===== src/rtl/gpio_pkg.sv =====
// Shared constants for the GPIO port: register map indices, window geometry
// and the post-reset edge suppression length.
package gpio_pkg;

  typedef enum logic [2:0] {
    REG_OUT  = 3'd0,
    REG_DIR  = 3'd1,
    REG_IN   = 3'd2,
    REG_EN   = 3'd3,
    REG_EDGE = 3'd4,
    REG_STAT = 3'd5,
    REG_SET  = 3'd6,
    REG_CLR  = 3'd7
  } reg_idx_e;

  localparam int unsigned WINDOW_BYTES    = 32;
  localparam int unsigned SUPPRESS_CYCLES = 2;

  // Expands byte-lane write enables into a 32-bit bit mask.
  function automatic logic [31:0] lane_mask(input logic [3:0] strb);
    for (int unsigned n = 0; n < 4; n++) begin
      lane_mask[8*n +: 8] = {8{strb[n]}};
    end
  endfunction

endpackage


===== src/rtl/gpio_port_if.sv =====
// Core-side register bus of the GPIO port.
interface gpio_port_if;
  logic [31:0] addr;
  logic [31:0] data_in;
  logic        rd_strobe;
  logic [3:0]  wr_strobe;
  logic [31:0] data_out;

  modport master (output addr, data_in, rd_strobe, wr_strobe, input data_out);
  modport slave  (input addr, data_in, rd_strobe, wr_strobe, output data_out);
endinterface


===== src/rtl/gpio_sync_edge.sv =====
// Pad input synchronizer with polarity-qualified edge detection and a short
// post-reset blanking window.
module gpio_sync_edge
  import gpio_pkg::*;
#(
  parameter int unsigned WIDTH = 8
) (
  input  logic             clk,
  input  logic             rst,
  input  logic [WIDTH-1:0] pin_in,
  input  logic [WIDTH-1:0] edge_pol,
  output logic [WIDTH-1:0] pin_sync,
  output logic [WIDTH-1:0] edge_evt
);

  logic [WIDTH-1:0] sync1;
  logic [WIDTH-1:0] sync2;
  logic [WIDTH-1:0] prev;
  logic [1:0]       cnt;
  logic             suppress;

  assign suppress = (cnt != '0);

  // While blanked, prev tracks the value sync2 is about to take, so pins that
  // were already high when reset released compare equal once blanking ends.
  always_ff @(posedge clk) begin
    if (rst) begin
      sync1 <= '0;
      sync2 <= '0;
      prev  <= '0;
      cnt   <= 2'(SUPPRESS_CYCLES);
    end else begin
      sync1 <= pin_in;
      sync2 <= sync1;
      prev  <= suppress ? sync1 : sync2;
      if (suppress) cnt <= cnt - 2'd1;
    end
  end

  always_comb begin
    edge_evt = '0;
    if (!suppress) begin
      edge_evt = (sync2 & ~prev & edge_pol) | (~sync2 & prev & ~edge_pol);
    end
  end

  assign pin_sync = sync2;

endmodule


===== src/rtl/gpio_port.sv =====
// Memory-mapped GPIO port: output/direction registers, synchronized inputs
// and sticky edge-status interrupt.
module gpio_port
  import gpio_pkg::*;
#(
  parameter int unsigned WIDTH     = 8,
  parameter logic [31:0] BASE_ADDR = 32'h1000_0000
) (
  input  logic             clk,
  input  logic             rst,
  gpio_port_if.slave       bus,
  input  logic [WIDTH-1:0] gpio_in,
  output logic [WIDTH-1:0] gpio_out,
  output logic [WIDTH-1:0] gpio_oe,
  output logic             irq
);

  localparam int unsigned OFS_BITS = $clog2(WINDOW_BYTES);

  logic [WIDTH-1:0] out_r;
  logic [WIDTH-1:0] dir_r;
  logic [WIDTH-1:0] en_r;
  logic [WIDTH-1:0] edge_r;
  logic [WIDTH-1:0] stat_r;
  logic [WIDTH-1:0] pin_sync;
  logic [WIDTH-1:0] edge_evt;
  logic [WIDTH-1:0] wbits;
  logic [WIDTH-1:0] wmask;
  logic [WIDTH-1:0] stat_clr;
  logic [31:0]      wdata32;
  logic [31:0]      wmask32;
  logic [31:0]      rd_val;
  logic             sel;
  logic             wr_any;
  reg_idx_e         idx;
  logic             unused_bits;

  gpio_sync_edge #(.WIDTH(WIDTH)) u_sync_edge (
    .clk      (clk),
    .rst      (rst),
    .pin_in   (gpio_in),
    .edge_pol (edge_r),
    .pin_sync (pin_sync),
    .edge_evt (edge_evt)
  );

  assign sel         = (bus.addr[31:OFS_BITS] == BASE_ADDR[31:OFS_BITS]);
  assign idx         = reg_idx_e'(bus.addr[4:2]);
  assign wmask32     = lane_mask(bus.wr_strobe);
  assign wdata32     = bus.data_in & wmask32;
  assign wmask       = wmask32[WIDTH-1:0];
  assign wbits       = wdata32[WIDTH-1:0];
  assign wr_any      = sel && (bus.wr_strobe != '0);
  assign stat_clr    = (wr_any && idx == REG_STAT) ? wbits : '0;
  assign unused_bits = ^{bus.addr[1:0], wdata32};

  always_comb begin
    rd_val = '0;
    if (sel) begin
      case (idx)
        REG_OUT:  rd_val[WIDTH-1:0] = out_r;
        REG_DIR:  rd_val[WIDTH-1:0] = dir_r;
        REG_IN:   rd_val[WIDTH-1:0] = pin_sync;
        REG_EN:   rd_val[WIDTH-1:0] = en_r;
        REG_EDGE: rd_val[WIDTH-1:0] = edge_r;
        REG_STAT: rd_val[WIDTH-1:0] = stat_r;
        default:  rd_val = '0;
      endcase
    end
  end

  // Read data comes from pre-edge register values, so a simultaneous write
  // is not visible until the following read.
  always_ff @(posedge clk) begin
    if (rst) begin
      out_r        <= '0;
      dir_r        <= '0;
      en_r         <= '0;
      edge_r       <= '0;
      stat_r       <= '0;
      bus.data_out <= '0;
    end else begin
      if (bus.rd_strobe) bus.data_out <= rd_val;
      stat_r <= (stat_r & ~stat_clr) | edge_evt;
      if (wr_any) begin
        case (idx)
          REG_OUT:  out_r  <= (out_r & ~wmask) | wbits;
          REG_DIR:  dir_r  <= (dir_r & ~wmask) | wbits;
          REG_EN:   en_r   <= (en_r & ~wmask) | wbits;
          REG_EDGE: edge_r <= (edge_r & ~wmask) | wbits;
          REG_SET:  out_r  <= out_r | wbits;
          REG_CLR:  out_r  <= out_r & ~wbits;
          default:  ;
        endcase
      end
    end
  end

  assign gpio_out = out_r;
  assign gpio_oe  = dir_r;
  assign irq      = |(stat_r & en_r);

endmodule


===== src/flat_wrapper.sv =====
// flat-port wrapper written by rule: the top's interface ports become plain ports
module gpio_port_flat import gpio_pkg::*;
#(
  parameter int unsigned WIDTH     = 8,
  parameter logic [31:0] BASE_ADDR = 32'h1000_0000
)
  (clk, rst, gpio_in, gpio_out, gpio_oe, irq, bus_addr, bus_data_in, bus_rd_strobe, bus_wr_strobe, bus_data_out);
  gpio_port_if bus_i ();
  input  logic clk;
  input  logic rst;
  input  logic [WIDTH-1:0] gpio_in;
  output logic [WIDTH-1:0] gpio_out;
  output logic [WIDTH-1:0] gpio_oe;
  output logic irq;
  input wire logic [$bits(bus_i.addr)-1:0] bus_addr;
  input wire logic [$bits(bus_i.data_in)-1:0] bus_data_in;
  input wire logic [$bits(bus_i.rd_strobe)-1:0] bus_rd_strobe;
  input wire logic [$bits(bus_i.wr_strobe)-1:0] bus_wr_strobe;
  output wire logic [$bits(bus_i.data_out)-1:0] bus_data_out;
  assign bus_i.addr = bus_addr;
  assign bus_i.data_in = bus_data_in;
  assign bus_i.rd_strobe = bus_rd_strobe;
  assign bus_i.wr_strobe = bus_wr_strobe;
  assign bus_data_out = bus_i.data_out;
  gpio_port #(.WIDTH(WIDTH), .BASE_ADDR(BASE_ADDR)) u_core (.clk(clk), .rst(rst), .bus(bus_i), .gpio_in(gpio_in), .gpio_out(gpio_out), .gpio_oe(gpio_oe), .irq(irq));
endmodule

===== config.mk =====
export PLATFORM = sky130hd
export DESIGN_NAME = gpio_port_flat
export DESIGN_NICKNAME = d
export VERILOG_FILES = /design/src/rtl/gpio_pkg.sv /design/src/rtl/gpio_port_if.sv /design/src/rtl/gpio_sync_edge.sv /design/src/rtl/gpio_port.sv /design/src/flat_wrapper.sv
export SDC_FILE = /design/constraint.sdc
export NUM_CORES = 1
export LEC_CHECK = 0
export BUFFER_PORTS_ARGS = -buffer_cell sky130_fd_sc_hd__buf_4
export CAP_MARGIN = 5
export CORE_UTILIZATION = 30
export CTS_CLUSTER_DIAMETER = 60
export DETAILED_ROUTE_END_ITERATION = 16
export GPL_TIMING_DRIVEN = 0
export RECOVER_POWER = 50
export SKIP_CTS_REPAIR_TIMING = 1
export SLEW_MARGIN = 20
export SYNTH_ARGS = -nofsm -noshare
export SYNTH_HDL_FRONTEND = slang
export SYNTH_HIERARCHICAL = 1
export SYNTH_SLANG_ARGS = --single-unit

===== constraint.sdc =====
create_clock -name clk -period 2.2 [get_ports clk]
set_input_delay 0.66 -clock clk [delete_from_list [all_inputs] [get_ports clk]]
set_output_delay 0.66 -clock clk [all_outputs]
set_load 0.01 [all_outputs]

==> impl_metrics.toml, run 1 <==
[logic_synthesis]
synth-edff-count = 0
ys_seq_area_share_pct = 37.2
syn-cell-area_um2 = 3990
ys_warn_count = 6
synth_seq_cells = 74
synthArstFlopShare_pct = 0
synth_flop_cell = "dfxtp_1"
synth_cell_types = 51
syn-instance-count = 439
postSynthAreaPerCell_um2 = 9.08

[die]
rows = 41
die-area_um2 = 13800
io_pins = 128
die_y_um = 117
start_util_pct = 31.2
die_x_um = 117
coreArea_um2 = 12800

[hold_path]
hold-path-cell-count = 2
hp-class = "reg -> reg"
hold_end = "u_core/bus.data_out[5]"
worstHoldStart = "u_core/bus.data_out[5]"

[cells_and_area]
stdcell_count = 725
layout_common_cells = "buf_4, dfxtp_1, clkbuf_1, o21ai_0, nor2_1"
multiInputGateArea_um2 = 2220
drive_gt1_share_pct = 25.5
layout.nets = 628
fin_util_pct = 39.8
fillers = 1313
layout_commonest_cell = "buf_4"
final_area_um2 = 5080
syn_to_final_growth_pct = 27.5
seq_area_um2 = 1480
n_antenna_cell = 0

[sta]
holdWs_ns = 0.446
finalCriticalPeriod_ns = 2.00
fin_skew_ns = 0.00885
maxSlewViolCount = 0
fin_tns_setup_ns = 0
max_freq_mhz = 501
final.setup.worst_slack_ns = 0.203
slew_headroom_pct = 50.3
final-setup-viol-count = 0
rsz0062_at_grt = "false"
fin_crit_sh_pct = 90.8
hold_viol_final = 0
worst_pin_slew_ns = 0.739

[clocking]
cts.clk_slew.worst_paths_ns = 0.06
worstSkewPairLatency_ns = 0.35
cts_tree = "done"
root_buffer = "clkbuf_16"
clock_path_buffers = 2
htree_levels = 3
cts_made_buffers = 9
cts.sinks = 74

[placement]
place_inst = 709
hpwl_um = 9600
dpl-instance-area_um2 = 4850
gp_congestion = 0.883
port_buffers = 75
pre_cts_ws_ns = -0.113

[critical_path]
cp.required_ns = 2.40
path_max_fanout = 8
cp-start-kind = "primary input"
worstReg2RegEnd = "u_core/stat_r[1]"
ff2ff_path_depth = 9
path_class = "in -> reg"
cp-end-kind = "flip-flop"
r2r_slack_ns = 0.29
r2r-start = "u_core/u_sync_edge/cnt[0]"
worst_ep_arrival_time_ns = 2.19

[run]
drv_cap = 0

[detailed_routing]
drc = 0
wl_per_cell_um = 17.0
drtAntennaViolNets = 0
vias = 3691
firstDrtPassIters = 5
drtIter0Drc = 277
wl_um = 12300
routed_via_density = 5.09

[global_route]
grt_pass1_wl_um = 18800
grt_max_degree = 16
antenna_found_initial = 0
grt_usage_pct = 18.7
grt_pass1_vias = 3373
overflow = 0

[power]
p_per_area_nw_per_um2 = 711
total_power_mw = 3.61
vdd_ir_drop_max_mv = 0.444
leakage_nw = 1.96

[status]
status = "complete, no violations"
[worst max-delay path, cell delays in order]
cell,delay [ns]
buf_4,0.12
nor4_2,0.32
nand4_1,0.39
nor2_2,0.53
a311oi_1,0.17
[worst max-delay path by stage]
stage | slack [ns] | start | cells past startpoint | to
after floorplan | 0.35 | bus_addr[2] | 5 | u_core/bus.data_out[1]
after global placement | -0.09 | bus_addr[27] | 5 | u_core/stat_r[0]
after detailed placement | -0.11 | bus_addr[27] | 5 | u_core/stat_r[4]
after CTS | 0.23 | u_core/stat_r[2] | 3 | irq
after global routing | 0.06 | u_core/u_sync_edge/cnt[0] | 9 | u_core/stat_r[1]
final | 0.20 | bus_addr[7] | 5 | u_core/stat_r[4]
[routing by layer]
| metal | track usage [%] | share of wire, % |
|---|---|---|
| met5 | 0 | 0 |
| met2 | 29.8 | 46 |
| met3 | 4.17 | 6.5 |
| met1 | 24.7 | 46 |
| met4 | 7.00 | 2.3 |
[cell usage after synthesis, types with 2 or more instances]
cell type	n	share of area (%)
dfxtp_1	74	37
buf_4	31	5.8
o21ai_0	28	3.5
nor2_1	27	2.5
nand3_1	26	3.3
a21oi_1	25	3.1
nor2b_1	21	3.3
mux2i_1	16	4.0
o21ai_1	16	2.0
nand4_1	15	2.4
nand2_1	14	1.3
nor4_1	11	1.7
nand2b_1	10	1.6
and2_1	9	1.4
buf_2	9	1.1
a311oi_1	8	1.8
nand4b_1	8	1.8
and2b_1	7	1.3
clkbuf_1	7	0.66
mux2_2	7	2.0
a22oi_1	6	1.1
and4_1	6	1.3
nor4_2	6	1.9
or4bb_1	6	1.7
a222oi_1	5	1.3
inv_1	5	0.47
o2bb2ai_1	5	1.1
and4bb_2	2	0.63
buf_12	2	1.0
nand2_2	2	0.31
nor3_1	2	0.25
nor4_4	2	1.1
nor4b_2	2	0.75
o31ai_2	2	0.63
[cells by family after synthesis]
| logic type | synth area share, % |
|---|---|
| xor+xnor | 0.220 |
| flops | 37.2 |
| mux | 6.56 |
| simple gates | 31.0 |
| buf+inv | 9.38 |
| fa+ha+maj | 0.314 |
| other cells | 0.0940 |
| compound gates | 15.2 |
[cell type report]
cell class / instances / area share, %
clock buffer: 9 / 4.43
tap: 172 / 4.23
timing repair buffer: 75 / 9.37
inverter: 5 / 0.369
multi-input combinational: 333 / 43.6
sequential: 74 / 29.1
clock inverter: 7 / 1.99
buffer: 50 / 6.84
[power breakdown]
part           total [mW]  leakage [nW]  switching, mW  internal (mW)
registers            1.43         0.601         0.0347           1.39
logic               0.573          1.20          0.286          0.287
clock network        1.61         0.158          0.607           1.00
total                3.61          1.96          0.927           2.69
Power figures use the tool's default switching activity.
==> run 2, diff against run 1 <==
- clock period: 2.2 -> 2.11 ns (I/O delays scaled with it)
==> run 2 against run 1 <==
Register-to-register slack improved by 0.17 ns. Clock power rose by 4%. Combinational power is 6.5% higher. Core utilization up 0.059 points. Clock skew about the same. Via count down 0.14%. Final cell count is the same. Critical endpoint unchanged. Critical path depth unchanged. Cell area rose by 0.15%. Flip-flop and latch count stayed put.
==> impl_metrics.toml, run 2 (synthesized netlist as in run 1, its figures left out) <==
[status]
status = "complete, no violations"

[placement]
gp_congestion = 0.883
place_inst = 709
hpwl_um = 9600
port_buffers = 75

[clocking]
cts_made_buffers = 9
root_buffer = "clkbuf_16"
worstSkewPairLatency_ns = 0.35
clock_path_buffers = 2
cts_tree = "done"
cts.sinks = 74
cts.clk_slew.worst_paths_ns = 0.06
htree_levels = 3

[die]
die_y_um = 117
rows = 41
io_pins = 128
start_util_pct = 31.2
die_x_um = 117
coreArea_um2 = 12800
die-area_um2 = 13800

[global_route]
grt_max_degree = 16
grt_usage_pct = 18.7
antenna_found_initial = 0
overflow = 0
grt_pass1_vias = 3373
grt_pass1_wl_um = 18800

[sta]
maxSlewViolCount = 0
hold_viol_final = 0
max_freq_mhz = 502
finalCriticalPeriod_ns = 1.99
final-setup-viol-count = 0
slew_headroom_pct = 48.2
rsz0062_at_grt = "false"
fin_skew_ns = 0.00854
worst_pin_slew_ns = 0.771
fin_crit_sh_pct = 94.4

[detailed_routing]
drtIter0Drc = 263
vias = 3686
wl_um = 12300
drtAntennaViolNets = 0
wl_per_cell_um = 17.0
firstDrtPassIters = 7
drc = 0
routed_via_density = 5.08

[cells_and_area]
layout.nets = 628
stdcell_count = 725
layout_common_cells = "buf_4, dfxtp_1, clkbuf_1, o21ai_0, nor2_1"
fillers = 1313
drive_gt1_share_pct = 25.7
layout_commonest_cell = "buf_4"
seq_area_um2 = 1480
n_antenna_cell = 0
syn_to_final_growth_pct = 27.7
multiInputGateArea_um2 = 2220
fin_util_pct = 39.9

[critical_path]
r2r-start = "u_core/u_sync_edge/cnt[0]"
ff2ff_path_depth = 9
worstSetupStartpoint = "bus_addr[7]"
path_max_fanout = 8
path_class = "in -> reg"
cp-start-kind = "primary input"
cp.required_ns = 2.31
worst_ep_arrival_time_ns = 2.19
cp-end-kind = "flip-flop"

[hold_path]
hp-class = "reg -> reg"
hold-path-cell-count = 2
worstHoldStart = "u_core/bus.data_out[5]"

[power]
p_per_area_nw_per_um2 = 742
leakage_nw = 1.97
vdd_ir_drop_max_mv = 0.463

[run]
drv_cap = 0
run 2: area by class of cell:
cell class / count / share of cell area (%)
Buffer: 50 / 6.98
Tap cell: 172 / 4.23
Timing Repair Buffer: 75 / 9.36
Multi-Input combinational cell: 333 / 43.6
Inverter: 5 / 0.369
Clock inverter: 7 / 1.99
Clock buffer: 9 / 4.42
Sequential cell: 74 / 29.1
run 2: worst paths after layout:
check / end / slack, ns
setup / recovery: u_core/stat_r[4] / 0.12
hold / removal: u_core/bus.data_out[5] / 0.45
setup reg to reg: u_core/stat_r[1] / 0.46
hold reg to reg: u_core/bus.data_out[5] / 0.45
run 2: where the power goes:
group	total (mW)	leakage [nW]	internal (mW)	switching, mW
Sequential	1.49	0.601	1.45	0.0360
Clock	1.68	0.158	1.05	0.630
Combinational	0.610	1.21	0.312	0.298
Total	3.78	1.97	2.81	0.964
run 2: critical path: stages:
cell	delay, ns
buf_4	0.12
nor4_2	0.32
nand4_1	0.40
nor2_2	0.54
a311oi_1	0.17
run 2: metal layers:
layer | vias to the layer above | global-route usage (%) | part of all wire (%)
met2 | 127 | 29.8 | 46
met4 | 0 | 7.00 | 2.3
met3 | 22 | 4.17 | 6.1
li1 | 1816 | - | -
met1 | 1721 | 24.7 | 46
met5 | - | 0 | 0
run 2: through the flow:
stage / setup WS, ns / power (mW) / hold slack (ns) / TNS (ns) / instance area [µm²]
finish: 0.118 / 3.78 / 0.446 / 0 / 5090
global route: 0.0504 / 3.95 / 0.459 / 0 / 5090
CTS: 0.169 / 3.82 / 0.451 / 0 / 5180
detailed placement: -0.176 / 2.13 / 0.443 / -3.62 / 4850
global placement: -0.150 / 2.12 / 0.440 / -2.89 / 4850
floorplan: 0.285 / 1.94 / 0.433 / 0 / 4070
==> run 3, diff against run 2 <==
- CORE_UTILIZATION: 30 -> 51
- PLACE_DENSITY: unset -> 0.8
==> run 3 against run 2 <==
Die area is 41% lower. Combinational power is 2% lower. Fmax is 0.60% lower. Via count is 5.0% higher. First-iteration DRC count is 43% higher. Hold slack better by 0.0050 ns. Global-route usage is 9.7 points higher. Critical path depth is 1 higher. Core utilization is 26 points higher. Count of clock-buffer cells in the layout is 4 higher. Register-to-register slack worse by 0.18 ns. Setup slack worse by 0.012 ns.
==> impl_metrics.toml, run 3 (synthesized netlist as in run 1, its figures left out) <==
[status]
status = "complete, no violations"

[global_route]
grt_usage_pct = 28.4
grt_pass1_vias = 3587
overflow = 0
grt_pass1_wl_um = 18200
grt_max_degree = 16
antenna_found_initial = 0

[detailed_routing]
routed_via_density = 5.94
drtAntennaViolNets = 0
wl_per_cell_um = 17.9
drc = 0
vias = 3872
wl_um = 11700
firstDrtPassIters = 8
drtIter0Drc = 376

[hold_path]
worstHoldStart = "u_core/bus.data_out[7]"
hp-class = "reg -> reg"

[sta]
maxSlewViolCount = 0
final-setup-viol-count = 0
hold_viol_final = 0
max_freq_mhz = 499
worst_pin_slew_ns = 0.921
fin_crit_sh_pct = 95.0
fin_skew_ns = 0.00801
holdWs_ns = 0.451
rsz0062_at_grt = "false"
finalCriticalPeriod_ns = 2.00
slew_headroom_pct = 38.1

[run]
drv_cap = 0

[die]
die_x_um = 90.4
die_y_um = 90.4
io_pins = 128
start_util_pct = 53.8
die-area_um2 = 8180
coreArea_um2 = 7410
rows = 31

[critical_path]
cp-end-kind = "flip-flop"
path_class = "in -> reg"
cp.required_ns = 2.31
worst_ep_arrival_time_ns = 2.20
path_max_fanout = 10
worstSetupStartpoint = "bus_addr[27]"
cp-start-kind = "primary input"
r2r-start = "u_core/u_sync_edge/cnt[0]"

[power]
p_comb_share_pct = 18.6
switching_share_pct = 26.6
p_per_area_nw_per_um2 = 662
p_seq_share_pct = 46.1
intPower_mw = 2.37
vdd_ir_drop_max_mv = 0.493
p_sw_mw = 0.859
leakage_nw = 1.91
clkPwrFrac_pct = 35.3

[clocking]
cts.sinks = 74
htree_levels = 3
worstSkewPairLatency_ns = 0.34
cts_made_buffers = 9
cts_tree = "done"
clock_path_buffers = 2
cts.clk_slew.worst_paths_ns = 0.08
root_buffer = "clkbuf_8"

[cells_and_area]
fin_util_pct = 65.8
final_area_um2 = 4870
layout_commonest_cell = "buf_4"
layout_common_cells = "buf_4, dfxtp_1, clkbuf_1, o21ai_0, nor2_1"
layout.nets = 628
n_antenna_cell = 0
syn_to_final_growth_pct = 22.2
drive_gt1_share_pct = 25.1

[placement]
hpwl_um = 8860
dpl-instance-area_um2 = 4760
port_buffers = 75
gp_congestion = 0.958
## run 3: power by group through the flow
stage               Clock (mW)  Combinational [mW]  Sequential (mW)
CTS                       1.16               0.607             1.49
global placement             0               0.591             1.52
global route              1.21               0.651             1.49
floorplan                    0               0.430             1.51
finish                    1.14               0.599             1.49
detailed placement           0               0.604             1.52
## run 3: layout make-up
type	instances	area, µm²
fill	670	2540
clock buffer	13	159
multi-input combinational	333	2220
buffer	50	348
sequential	74	1480
inverter	5	18.8
clock inverter	3	46.3
timing repair buffer	75	477
tap	99	124
## run 3: layer usage
metal	vias to the layer above	GRT usage [%]	share of wire [%]
met3	35	5.72	8.3
li1	1807	-	-
met2	225	46.3	46
met1	1805	36.8	43
met5	-	0	0
met4	0	11.4	2.5
## run 3: worst max-delay path, cell delays in order
cell      delay [ns]
buf_4           0.12
nor4b_2         0.33
nand4_1         0.39
clkbuf_1        0.34
o21ai_0         0.27
a21oi_1         0.12
## run 3: path summary, 6_finish.rpt
check | endpoint | slack [ns] | cells past startpoint
worst min-delay path | u_core/bus.data_out[7] | 0.45 | 2
worst max-delay path | flip-flop | 0.11 | 6
worst max register to register | u_core/stat_r[1] | 0.28 | 9
worst min register to register | u_core/bus.data_out[7] | 0.45 | 2
## run 3: stage by stage
stage / TNS, ns / std cells / total power, mW / setup WS, ns
4_1_cts: 0 / 652 / 3.25 / 0.164
6_report: 0 / 652 / 3.23 / 0.106
5_1_grt: 0 / 652 / 3.36 / 0.0446
2_1_floorplan: 0 / 462 / 1.94 / 0.285
3_5_place_dp: -3.60 / 636 / 2.12 / -0.193
3_3_place_gp: -1.45 / 636 / 2.11 / -0.0872
